**src/rtl/seq_generator_pkg.sv**
```systemverilog
// rtl/seq_generator_pkg.sv - shared state encodings and defaults for seq_generator
package seq_generator_pkg;

  localparam int SEQ_WIDTH_DEFAULT = 16;

  typedef enum logic [1:0] {
    ST_IDLE  = 2'b00,
    ST_SHIFT = 2'b01,
    ST_PAR   = 2'b10,
    ST_DONE  = 2'b11
  } seq_state_e;

  // A length of zero, or anything wider than the register, means the whole register.
  function automatic int unsigned seq_eff_len(input int unsigned len, input int unsigned width);
    return ((len == 0) || (len > width)) ? width : len;
  endfunction

endpackage

```
**src/rtl/seq_shift_reg.sv**
```systemverilog
// rtl/seq_shift_reg.sv - load/shift-left register with enable, MSB exposed
module seq_shift_reg #(
  parameter int WIDTH = 16
) (
  input  logic             clk,
  input  logic             rst,
  input  logic             i_load,
  input  logic             i_shift_en,
  input  logic [WIDTH-1:0] i_d,
  output logic             o_msb
);

  logic [WIDTH-1:0] r_q;

  always_ff @(posedge clk) begin
    if (rst) begin
      r_q <= '0;
    end else if (i_load) begin
      r_q <= i_d;
    end else if (i_shift_en) begin
      r_q <= {r_q[WIDTH-2:0], 1'b0};
    end
  end

  assign o_msb = r_q[WIDTH-1];

endmodule

```
**src/rtl/seq_generator.sv**
```systemverilog
// rtl/seq_generator.sv - serial MSB-first pattern generator; SEQGEN_PARITY_EN appends even parity
module seq_generator
  import seq_generator_pkg::*;
#(
  parameter int WIDTH = SEQ_WIDTH_DEFAULT,
  parameter int LW    = $clog2(WIDTH + 1)
) (
  input  logic             clk,
  input  logic             rst,
  input  logic             start,
  input  logic [WIDTH-1:0] pattern,
  input  logic [LW-1:0]    len,
  input  logic             ready,
  output logic             out_bit,
  output logic             out_valid,
  output logic             busy,
  output logic             done
);

  seq_state_e    r_state;
  logic [LW-1:0] r_cnt;
  logic          r_out_valid;
  logic          r_busy;
  logic          r_done;
  logic          w_load;
  logic          w_shift;
  logic          w_msb;
  logic [LW-1:0] w_eff_len;

  assign w_load    = (r_state == ST_IDLE) && start;
  assign w_shift   = (r_state == ST_SHIFT) && ready;
  assign w_eff_len = LW'(seq_eff_len(32'(len), WIDTH));

  seq_shift_reg #(.WIDTH(WIDTH)) u_shift (
    .clk        (clk),
    .rst        (rst),
    .i_load     (w_load),
    .i_shift_en (w_shift),
    .i_d        (pattern),
    .o_msb      (w_msb)
  );

`ifdef SEQGEN_PARITY_EN
  logic r_parity;

  always_ff @(posedge clk) begin
    if (rst) begin
      r_parity <= 1'b0;
    end else if (w_load) begin
      r_parity <= 1'b0;
    end else if (w_shift) begin
      r_parity <= r_parity ^ w_msb;
    end
  end
`endif

  always_ff @(posedge clk) begin
    if (rst) begin
      r_state     <= ST_IDLE;
      r_cnt       <= '0;
      r_out_valid <= 1'b0;
      r_busy      <= 1'b0;
      r_done      <= 1'b0;
    end else begin
      case (r_state)
        ST_IDLE: begin
          if (start) begin
            r_state     <= ST_SHIFT;
            r_cnt       <= w_eff_len;
            r_out_valid <= 1'b1;
            r_busy      <= 1'b1;
          end
        end
        ST_SHIFT: begin
          if (ready) begin
            r_cnt <= r_cnt - LW'(1);
            if (r_cnt == LW'(1)) begin
`ifdef SEQGEN_PARITY_EN
              r_state     <= ST_PAR;
`else
              r_state     <= ST_DONE;
              r_out_valid <= 1'b0;
              r_done      <= 1'b1;
`endif
            end
          end
        end
`ifdef SEQGEN_PARITY_EN
        ST_PAR: begin
          if (ready) begin
            r_state     <= ST_DONE;
            r_out_valid <= 1'b0;
            r_done      <= 1'b1;
          end
        end
`endif
        ST_DONE: begin
          r_state <= ST_IDLE;
          r_busy  <= 1'b0;
          r_done  <= 1'b0;
        end
        default: begin
          r_state     <= ST_IDLE;
          r_out_valid <= 1'b0;
          r_busy      <= 1'b0;
          r_done      <= 1'b0;
        end
      endcase
    end
  end

  // out_bit is a pure select of registered state, so it holds steady during a stall.
`ifdef SEQGEN_PARITY_EN
  assign out_bit = (r_state == ST_PAR) ? r_parity : ((r_state == ST_SHIFT) && w_msb);
`else
  assign out_bit = (r_state == ST_SHIFT) && w_msb;
`endif

  assign out_valid = r_out_valid;
  assign busy      = r_busy;
  assign done      = r_done;

endmodule

```
**config.mk**
```make
export PLATFORM = sky130hd
export DESIGN_NAME = seq_generator
export DESIGN_NICKNAME = d
export VERILOG_FILES = /design/src/rtl/seq_generator_pkg.sv /design/src/rtl/seq_shift_reg.sv /design/src/rtl/seq_generator.sv
export SDC_FILE = /design/constraint.sdc
export NUM_CORES = 1
export LEC_CHECK = 0
export BUFFER_PORTS_ARGS = -buffer_cell sky130_fd_sc_hd__buf_2
export CORE_MARGIN = 5
export CORE_UTILIZATION = 57
export CTS_CLUSTER_SIZE = 20
export DETAILED_ROUTE_END_ITERATION = 10
export HOLD_SLACK_MARGIN = 0.03
export PLACE_DENSITY_LB_ADDON = 0.08
export SLEW_MARGIN = 20
export SYNTH_ARGS = -nofsm -noshare
export SYNTH_HDL_FRONTEND = slang
export SYNTH_SLANG_ARGS = --single-unit
```
**constraint.sdc**
```tcl
create_clock -name clk -period 3.1 [get_ports clk]
set_input_delay 0.31 -clock clk [delete_from_list [all_inputs] [get_ports clk]]
set_output_delay 0.31 -clock clk [all_outputs]
set_load 0.02 [all_outputs]
```
==> metrics.log, run 1 <==
[metrics] setup tns final: 0 ns
[metrics] global placement routability congestion: 0.865
[metrics] total via count in the routed design: roughly 1100
[metrics] category of the worst setup path capture point: output port
[metrics] CTS tree: built
[metrics] 1st-pass router iterations: 4
[metrics] dominant cells by area after synthesis: dfxtp_1 (37%), mux2i_1 (11%), a211oi_2 (7.2%)
[metrics] antenna cell count: 0
[metrics] post-synthesis net count: between 150 and 200
[metrics] dpl cell area: about 1500 µm²
[metrics] slew margin rel.: a little under half
[metrics] number of enable flip-flop cells after synthesis: 0
[metrics] Worst Path Max Fanout: 21
[metrics] top post-synthesis cells by count: dfxtp_1 (26), a21oi_1 (20), mux2i_1 (15)
[metrics] Hold-fix buffers, CTS: 0
[metrics] switching part of the total: 27.3%
[metrics] DRC violations left: 0
[metrics] wire length of the first global-routing pass: around 5000 µm
[metrics] min setup slack post-route: roughly 0.84 ns
[metrics] Critical Path Source Type: flop
[metrics] worst-case setup slack after placement: approximately 1.2 ns
[metrics] max-capacitance violation count: 0
[metrics] CTS Sinks: 26
[metrics] number of DRC violations after detailed-routing iteration 0: ~50
[metrics] syn_area_per_cell: 9.95 µm²
[metrics] largest stage delay on the critical path: about 0.7 ns
[metrics] peak ir drop on the vdd network: between 300 and 400 µV
[metrics] critical-path cell list: inv_1 > and3_1 > buf_2
[metrics] Fmax achieved: about 440 MHz
[metrics] arrival time at the worst endpoint: ~2.0 ns
[metrics] die footprint: 3530 µm²
[metrics] area growth from synthesis to layout: 11.1%
[metrics] sequential cell area fraction in the yosys report: between 30% and 40%
[metrics] Setup Fix Bufs, Post-CTS: 0
[metrics] ratio of cells with drive above 1 in the final layout: roughly 30%
[metrics] count of nets left with antenna violations after detail routing: 0
[metrics] vias in the first global route: 1079
[metrics] I/O Pins: 29
[metrics] yosys warns: 0
[metrics] quantity of I/O buffers inserted on ports: 28
[metrics] post-synthesis instance area: about 1400 µm²
[metrics] GRT overflow: 0
[metrics] die outline height: ~59 µm
[metrics] transition time at the pin with the least slew margin: ~0.82 ns
[metrics] type of the worst setup path: reg2out
[metrics] status: finished, final reports clean
[metrics] wirelength, routed: 2890 µm
[metrics] clock tree root buffer cell: clkbuf_4
[metrics] Seq cells post-synth: 26
[metrics] fraction of synthesis flops using an asynchronous set or reset pin: 0%
[metrics] number of nets in the finished design: 191
[metrics] most congested layer reported by global routing: met2
[metrics] fin crit period: 2.26 ns
[metrics] Crit path buffers/inverters: 2
[metrics] worst skew pair latency: ~0.33 ns
[metrics] post-layout power: just under 0.8 mW
[metrics] maximum number of pins on one net before global-route repair: 29
[metrics] fraction of met2 tracks used by global routing: between 20% and 30%
[metrics] maximum buffer depth of the clock tree: 2
[metrics] met3 track demand over resource: slightly above 3%
[metrics] share of total power in combinational logic: between 20% and 30%
[metrics] unrepaired setup endpoints after global routing: false
[metrics] path class of the lowest-slack min-delay path: in2reg
[metrics] switching power of the nets: 0.216 mW
[metrics] final hold vios: 0
[metrics] total routing resource utilization after global routing: 18.3%
[metrics] die boundary width: between 50 and 60 µm
[metrics] most frequent cell after synthesis: dfxtp_1
[metrics] average wire per cell in the routed design: approximately 15 µm
[metrics] clock transition time at the flip-flop clock pins of the worst setup and hold paths: roughly 0.15 ns
[metrics] antenna violations before repair: 0
[metrics] Resize count post-CTS: 0
[metrics] crit-path leading delay family: flip-flops
[metrics] biggest area consumer among synthesized cells: dfxtp_1
[metrics] count of unique library cells instantiated by Yosys: 39
[metrics] Post-Layout Inst Area: approximately 1500 µm²
[metrics] Synth top area share: between 30% and 40%
[metrics] clock power share: between 30% and 40%
[metrics] hpwl dp: approximately 2000 µm
[metrics] met1 GRT Util: between 20% and 30%
[metrics] post-synthesis cell count: 140
[metrics] R2R setup slack: around 1.3 ns
[metrics] slowest CP cell: dfxtp_1
[metrics] core region area: 2410 µm²
[metrics] sequential share of power: between 40% and 50%
[metrics] internal power consumption: between 0.5 and 0.6 mW
[metrics] share of the cycle needed by the critical path after routing: between 70% and 80%
[metrics] number of cell rows: 18
[metrics] number of buffers created by CTS: 3
[metrics] static power due to leakage: between 0.6 and 0.7 nW
[metrics] Top FF cell, synth: dfxtp_1
[metrics] clock skew: about 0.0033 ns
[metrics] Pwr Density: a little over 500 nW/µm²
[metrics] required time of the worst setup path: between 2 and 3 ns
[metrics] final setup vio count: 0
[metrics] Final Slew Violations: 0
[metrics] maximum level of the CTS H-tree: 1
[metrics] vias per inst: a little under 6
[metrics] starting density of the core: 57.8%
==> metal layers <==
metal	wire, µm	part of all wire (%)
met2	1350	47
met3	151	5.2
met1	1370	47
met5	0	0
met4	25	0.86
==> final cells by class <==
cell class | count | area, µm²
fill | 209 | 863
multi-input combinational | 94 | 754
sequential | 26 | 520
timing repair buffer | 29 | 148
tap | 30 | 37.5
inverter | 9 | 33.8
clock inverter | 1 | 30.0
clock buffer | 3 | 22.5
==> stage by stage <==
stage                     util (%)  std cells  hold slack [ns]
after floorplan                  -        140            0.449
after global placement        62.0        188            0.450
after detailed placement      62.0        188            0.444
after CTS                     64.2        192            0.204
after global routing          64.2        192            0.204
final                         64.2        192            0.204
==> power by group through the flow <==
stage	registers (mW)	logic (mW)	clock network, mW
detailed placement	0.393	0.167	0
CTS	0.386	0.168	0.240
global placement	0.392	0.162	0
global route	0.391	0.186	0.261
finish	0.386	0.166	0.239
floorplan	0.390	0.135	0
==> cells by family (layout without fill, tap and decap cells) <==
family	count (synthesis)	in the layout	synth area share, %
AO/OA/AOI/OAI	50	50	26.9
adder cells (fa/ha/maj)	3	3	2.70
buffers and inverters	20	42	8.44
flip-flops	26	26	37.4
multiplexers	17	17	12.8
AND/OR/NAND/NOR	24	24	11.8
==> placed cells by master, fill, tap and decap left out, drive strengths merged, types with 3 or more instances in the layout <==
| cell type | count |
|---|---|
| nand2 | 3 |
| dfxtp | 26 |
| nor2 | 5 |
| ha | 3 |
| a211oi | 18 |
| buf | 29 |
| inv | 9 |
| o32ai | 3 |
| clkbuf | 3 |
| a21oi | 20 |
| mux2i | 16 |
==> flip-flops by register name (all words and copies together) (netlist names) <==
name and count:
out_valid 1, r_cnt 5, busy 1, done 1, u_shift.r_q 16, r_state 2
==> tightest hold or removal path, delay by kind of cell <==
kind                   cells  cell delay, ns
AO/OA/AOI/OAI              1            0.05
AND/OR/NAND/NOR            1            0.04
buffers and inverters      1            0.10
==> final timing paths <==
check	startpoint	depth (start not counted)	endpoint
setup / recovery	r_state[1]	3	out_bit
hold / removal	pattern[0]	3	u_shift.r_q[0]
setup reg to reg	r_state[0]	3	u_shift.r_q[1]
hold reg to reg	done	2	done
Power figures use the tool's default switching activity.
==> run 2: changes to the inputs <==
--- a/config.mk
+++ b/config.mk
@@ -7,7 +7,7 @@
 export LEC_CHECK = 0
 export BUFFER_PORTS_ARGS = -buffer_cell sky130_fd_sc_hd__buf_2
 export CORE_MARGIN = 5
-export CORE_UTILIZATION = 57
+export CORE_UTILIZATION = 53
 export CTS_CLUSTER_SIZE = 20
 export DETAILED_ROUTE_END_ITERATION = 10
 export HOLD_SLACK_MARGIN = 0.03
==> constraint.sdc (replaced) <==
create_clock -name clk -period 2.2 [get_ports clk]
set_input_delay 0.22 -clock clk [delete_from_list [all_inputs] [get_ports clk]]
set_output_delay 0.22 -clock clk [all_outputs]
set_load 0.02 [all_outputs]
==> run 2 against run 1 <==
Net effect: via count increased by 4.5%; utilization shrank 1.4 points; worst hold slack worse by 0.065 ns; final cell count up 1.6%; critical path type unchanged; critical endpoint unchanged; largest cell class unchanged; highest routed layer unchanged.
==> metrics.log, run 2 (same netlist as run 1, synthesis figures left out) <==
[metrics] DRC violations left: 0
[metrics] WL met1: approximately 1400 µm
[metrics] slowest CP cell: dfxtp_1
[metrics] count of nets left with antenna violations after detail routing: 0
[metrics] number of nets in the finished design: ~190
[metrics] core region area: 2500 µm²
[metrics] die outline height: approximately 61 µm
[metrics] category of the worst setup path capture point: output port
[metrics] share of the cycle needed by the critical path after routing: 89.9%
[metrics] Final Slew Violations: 0
[metrics] wire length of the first global-routing pass: around 5000 µm
[metrics] static power due to leakage: about 0.65 nW
[metrics] clock skew: ~0.014 ns
[metrics] die footprint: ~3800 µm²
[metrics] clock tree root buffer cell: clkbuf_4
[metrics] required time of the worst setup path: ~2 ns
[metrics] vias in the first global route: around 1100
[metrics] CTS Sinks: 26
[metrics] final setup vio count: 0
[metrics] Hold-fix buffers, CTS: 0
[metrics] setup tns final: 0 ns
[metrics] clock transition time at the flip-flop clock pins of the worst setup and hold paths: ~0.15 ns
[metrics] number of DRC violations after detailed-routing iteration 0: 55
[metrics] average wire per cell in the routed design: 15.5 µm
[metrics] unrepaired setup endpoints after global routing: false
[metrics] met2 routed wirelength: 1520 µm
[metrics] vias per inst: 5.94
[metrics] GRT overflow: 0
[metrics] Setup Fix Bufs, Post-CTS: 0
[metrics] Resize count post-CTS: 0
[metrics] final hold vios: 0
[metrics] die boundary width: slightly above 60 µm
[metrics] path class of the lowest-slack min-delay path: in2reg
[metrics] antenna violations before repair: 0
[metrics] slew margin rel.: between 40% and 50%
[metrics] status: finished, final reports clean
[metrics] Worst Path Max Fanout: 14
[metrics] Filler Cells Inserted: 214
[metrics] area growth from synthesis to layout: 12.7%
[metrics] wirelength, routed: about 3000 µm
[metrics] critical-path cell list: inv_1 > and3_1 > buf_2
[metrics] post-layout power: around 1.1 mW
[metrics] number of buffers created by CTS: 3
[metrics] largest registers: u_shift.r_q: 16 flops, r_cnt: 5 flops, r_state: 2 flops
[metrics] leading cell type in the layout, fill and taps excluded: buf_2
[metrics] peak ir drop on the vdd network: around 470 µV
[metrics] fin crit period: ~2.0 ns
[metrics] maximum level of the CTS H-tree: 1
[metrics] total via count in the routed design: around 1200
[metrics] maximum number of pins on one net before global-route repair: 29
[metrics] flip-flop count of the largest register after layout: 16
[metrics] area occupied by multi-input gates: approximately 750 µm²
[metrics] most frequent cells in the layout: buf_2 (28), dfxtp_1 (26), a21oi_1 (20), mux2i_1 (15), a211oi_1 (10)
[metrics] I/O Pins: 29
[metrics] largest register by flop count: u_shift.r_q
[metrics] hpwl dp: between 2000 and 2500 µm
[metrics] largest stage delay on the critical path: 0.72 ns
[metrics] worst-case setup slack after placement: between 0.3 and 0.4 ns
[metrics] Fmax achieved: about 510 MHz
[metrics] Critical Path Source Type: flop
[metrics] type of the worst setup path: reg2out
[metrics] min setup slack post-route: 0.223 ns
[metrics] transition time at the pin with the least slew margin: approximately 0.85 ns
[metrics] global placement routability congestion: slightly below 0.9
[metrics] starting density of the core: between 50 and 60%
[metrics] antenna cell count: 0
[metrics] worst skew pair latency: approximately 0.32 ns
[metrics] maximum buffer depth of the clock tree: 2
[metrics] top sig layer: met4
[metrics] arrival time at the worst endpoint: about 1.8 ns
[metrics] Seq. cell area: around 520 µm²
[metrics] wire length on met3: about 120 µm
[metrics] Pwr Density: 708 nW/µm²
[metrics] ratio of cells with drive above 1 in the final layout: a little under a third
[metrics] 1st-pass router iterations: 4
[metrics] number of cell rows: 18
[metrics] quantity of I/O buffers inserted on ports: 28
[metrics] total routing resource utilization after global routing: 17.8%
[metrics] CTS tree: built
[metrics] max-capacitance violation count: 0
## run 2: metrics by stage
step                      hold slack (ns)  cell area, µm²  utilization, %  instances
after global routing                0.135            1570            62.8        195
after floorplan                     0.360            1390               -        140
after CTS                           0.140            1570            62.8        195
final                               0.140            1570            62.8        195
after global placement              0.441            1520            60.7        191
after detailed placement            0.447            1520            60.7        191
## run 2: worst paths after layout
kind	from	endpoint	slack [ns]	cells past startpoint
setup / recovery	r_state[1]	out_bit	0.22	3
hold / removal	pattern[0]	u_shift.r_q[0]	0.14	3
hold reg to reg	done	done	0.46	2
setup reg to reg	r_state[1]	u_shift.r_q[9]	0.53	4
## run 2: cell type report
| class | count | area share (%) |
|---|---|---|
| sequential | 26 | 33.2 |
| clock inverter | 1 | 1.91 |
| multi-input combinational | 94 | 48.1 |
| timing repair buffer | 32 | 10.8 |
| clock buffer | 3 | 1.44 |
| tap | 30 | 2.39 |
| inverter | 9 | 2.15 |
## run 2: worst max-delay path: cells and delay by family (launching register included)
kind | cells | cell delay [ns]
and+or+nand+nor | 1 | 0.25
buffers and inverters | 2 | 0.47
DFF | 1 | 0.72
## run 2: routing by layer
| metal | vias to the layer above | track usage, % |
|---|---|---|
| met2 | 23 | 30.5 |
| li1 | 578 | - |
| met3 | 2 | 2.52 |
| met5 | - | 0 |
| met1 | 555 | 22.8 |
| met4 | 0 | 5.88 |
## run 2: power breakdown
part           switching (mW)  internal, mW  leakage (nW)  total, mW
Clock                   0.144         0.184        0.0279      0.328
Sequential             0.0264         0.514         0.215      0.540
Combinational           0.128         0.115         0.405      0.243
==> run 3: changes to the inputs <==
--- a/config.mk
+++ b/config.mk
@@ -7,7 +7,7 @@
 export LEC_CHECK = 0
 export BUFFER_PORTS_ARGS = -buffer_cell sky130_fd_sc_hd__buf_2
 export CORE_MARGIN = 5
-export CORE_UTILIZATION = 53
+export CORE_UTILIZATION = 57
 export CTS_CLUSTER_SIZE = 20
 export DETAILED_ROUTE_END_ITERATION = 10
 export HOLD_SLACK_MARGIN = 0.03
@@ -16,3 +16,4 @@
 export SYNTH_ARGS = -nofsm -noshare
 export SYNTH_HDL_FRONTEND = slang
 export SYNTH_SLANG_ARGS = --single-unit
+export TNS_END_PERCENT = 1
==> constraint.sdc (replaced) <==
create_clock -name clk -period 2.3 [get_ports clk]
set_input_delay 0.23 -clock clk [delete_from_list [all_inputs] [get_ports clk]]
set_output_delay 0.23 -clock clk [all_outputs]
set_load 0.1 [all_outputs]
==> run 3 against run 2 <==
Net effect: via count down 1.1%; count of clock-buffer cells in the layout stayed put; critical path type unchanged; final cell count decreased by 0.51%; sequential share of layout area up 0.65 points; register-to-register slack improved by 0.15 ns; largest power group unchanged; clock skew shrank 0.010 ns; worst hold slack improved by 0.018 ns.
==> metrics.log, run 3 (same netlist as run 1, synthesis figures left out) <==
[metrics] Layout Cells excl Fill: roughly 190
[metrics] share of the cycle needed by the critical path after routing: 81.6%
[metrics] number of nets in the finished design: 194
[metrics] number of DRC violations after detailed-routing iteration 0: between 50 and 60
[metrics] CP Launch Point: r_state[1]
[metrics] leading cell type in the layout, fill and taps excluded: buf_2
[metrics] worst-case setup slack after placement: approximately 0.39 ns
[metrics] final core utilization: ~64%
[metrics] final hold vios: 0
[metrics] total routing resource utilization after global routing: between 10% and 20%
[metrics] max-capacitance violation count: 0
[metrics] wire length of the first global-routing pass: ~4700 µm
[metrics] Hold-fix buffers, CTS: 0
[metrics] average wire per cell in the routed design: between 10 and 15 µm
[metrics] maximum buffer depth of the clock tree: 2
[metrics] die footprint: between 3000 and 4000 µm²
[metrics] Filler Cells Inserted: between 200 and 250
[metrics] global placement routability congestion: approximately 0.83
[metrics] most frequent cells in the layout: buf_2 (28), dfxtp_1 (26), a21oi_1 (20), mux2i_1 (15), a211oi_1 (10)
[metrics] Resize count post-CTS: 0
[metrics] area occupied by multi-input gates: 754 µm²
[metrics] worst hold path startpoint: pattern[0]
[metrics] starting density of the core: 57.8%
[metrics] # placed instances: roughly 190
[metrics] die boundary width: about 59 µm
[metrics] total via count in the routed design: 1145
[metrics] CTS Sinks: 26
[metrics] static power due to leakage: 0.634 nW
[metrics] category of the worst setup path capture point: output port
[metrics] maximum number of pins on one net before global-route repair: 29
[metrics] number of cell rows: 18
[metrics] vias per inst: about 5.9
[metrics] slew margin rel.: between 40% and 50%
[metrics] count of nets left with antenna violations after detail routing: 0
[metrics] number of buffers created by CTS: 3
[metrics] Pwr Density: 625 nW/µm²
[metrics] final setup vio count: 0
[metrics] GRT overflow: 0
[metrics] quantity of I/O buffers inserted on ports: 28
[metrics] status: finished, final reports clean
[metrics] required time of the worst setup path: roughly 2.1 ns
[metrics] Final Slew Violations: 0
[metrics] hpwl dp: 2010 µm
[metrics] Post-Layout Inst Area: 1540 µm²
[metrics] ratio of cells with drive above 1 in the final layout: between 30% and 40%
[metrics] clock skew: between 0.004 and 0.005 ns
[metrics] min setup slack post-route: 0.424 ns
[metrics] flip-flop count of the largest register after layout: 16
[metrics] largest registers: u_shift.r_q: 16 flops, r_cnt: 5 flops, r_state: 2 flops
[metrics] clock transition time at the flip-flop clock pins of the worst setup and hold paths: 0.13 ns
[metrics] Setup Fix Bufs, Post-CTS: 0
[metrics] CTS tree: built
[metrics] maximum level of the CTS H-tree: 1
[metrics] peak ir drop on the vdd network: ~440 µV
[metrics] Worst Path Max Fanout: 14
[metrics] Reg-to-Reg Start: r_cnt[0]
[metrics] 1st-pass router iterations: 4
[metrics] length in cells of the worst reg-to-reg path: 5
[metrics] antenna cell count: 0
[metrics] Fmax achieved: 533 MHz
[metrics] path class of the lowest-slack min-delay path: in2reg
[metrics] setup tns final: 0 ns
[metrics] Seq. cell area: around 520 µm²
[metrics] Critical Path Source Type: flop
[metrics] arrival time at the worst endpoint: 1.65 ns
[metrics] transition time at the pin with the least slew margin: 0.802 ns
[metrics] clock tree root buffer cell: clkbuf_4
[metrics] type of the worst setup path: reg2out
[metrics] DRC violations left: 0
[metrics] unrepaired setup endpoints after global routing: false
[metrics] worst skew pair latency: a little over 0.3 ns
[metrics] antenna violations before repair: 0
[metrics] core region area: ~2400 µm²
[metrics] area growth from synthesis to layout: 10.5%
[metrics] largest register by flop count: u_shift.r_q
[metrics] I/O Pins: 29
[metrics] dpl cell area: 1520 µm²
[metrics] number of cells on the worst hold path: 3
[metrics] wirelength, routed: 2900 µm
[metrics] fin crit period: 1.88 ns
[metrics] vias in the first global route: 1041
[metrics] die outline height: between 50 and 60 µm
[run 3: metal layers]
metal,share of wire [%],vias to the layer above,global-route usage (%)
met4,0.66,0,1.94
met5,0,-,0
li1,-,573,-
met2,46,27,27.8
met3,5.1,2,3.92
met1,48,543,23.3
[run 3: worst paths after layout]
check	endpoint	slack [ns]
setup / recovery	out_bit	0.42
hold / removal	u_shift.r_q[0]	0.16
setup reg to reg	r_cnt[4]	0.68
hold reg to reg	done	0.47
[run 3: metrics by stage]
stage                     total power, mW  hold slack [ns]
after detailed placement            0.784            0.453
after global routing                 1.02            0.128
after global placement              0.775            0.441
final                               0.962            0.158
after floorplan                     0.732            0.370
after CTS                           0.970            0.150
[run 3: cell type report]
type / count / share of cell area, %
well taps: 30 / 2.44
multi-input cells: 94 / 49.0
inverters: 9 / 2.20
flip-flops and latches: 26 / 33.8
clock buffers: 3 / 1.46
repair buffers: 32 / 11.1
[run 3: report_power, final]
group          internal (mW)  switching [mW]  leakage [nW]
combinational          0.110           0.147         0.405
clock                 0.0613           0.127        0.0138
sequential             0.491          0.0252         0.215
[run 3: critical path, stage by stage, from the launching register on]
cell     delay, ns
dfxtp_1       0.73
inv_1         0.12
and3_1        0.19
buf_2         0.29
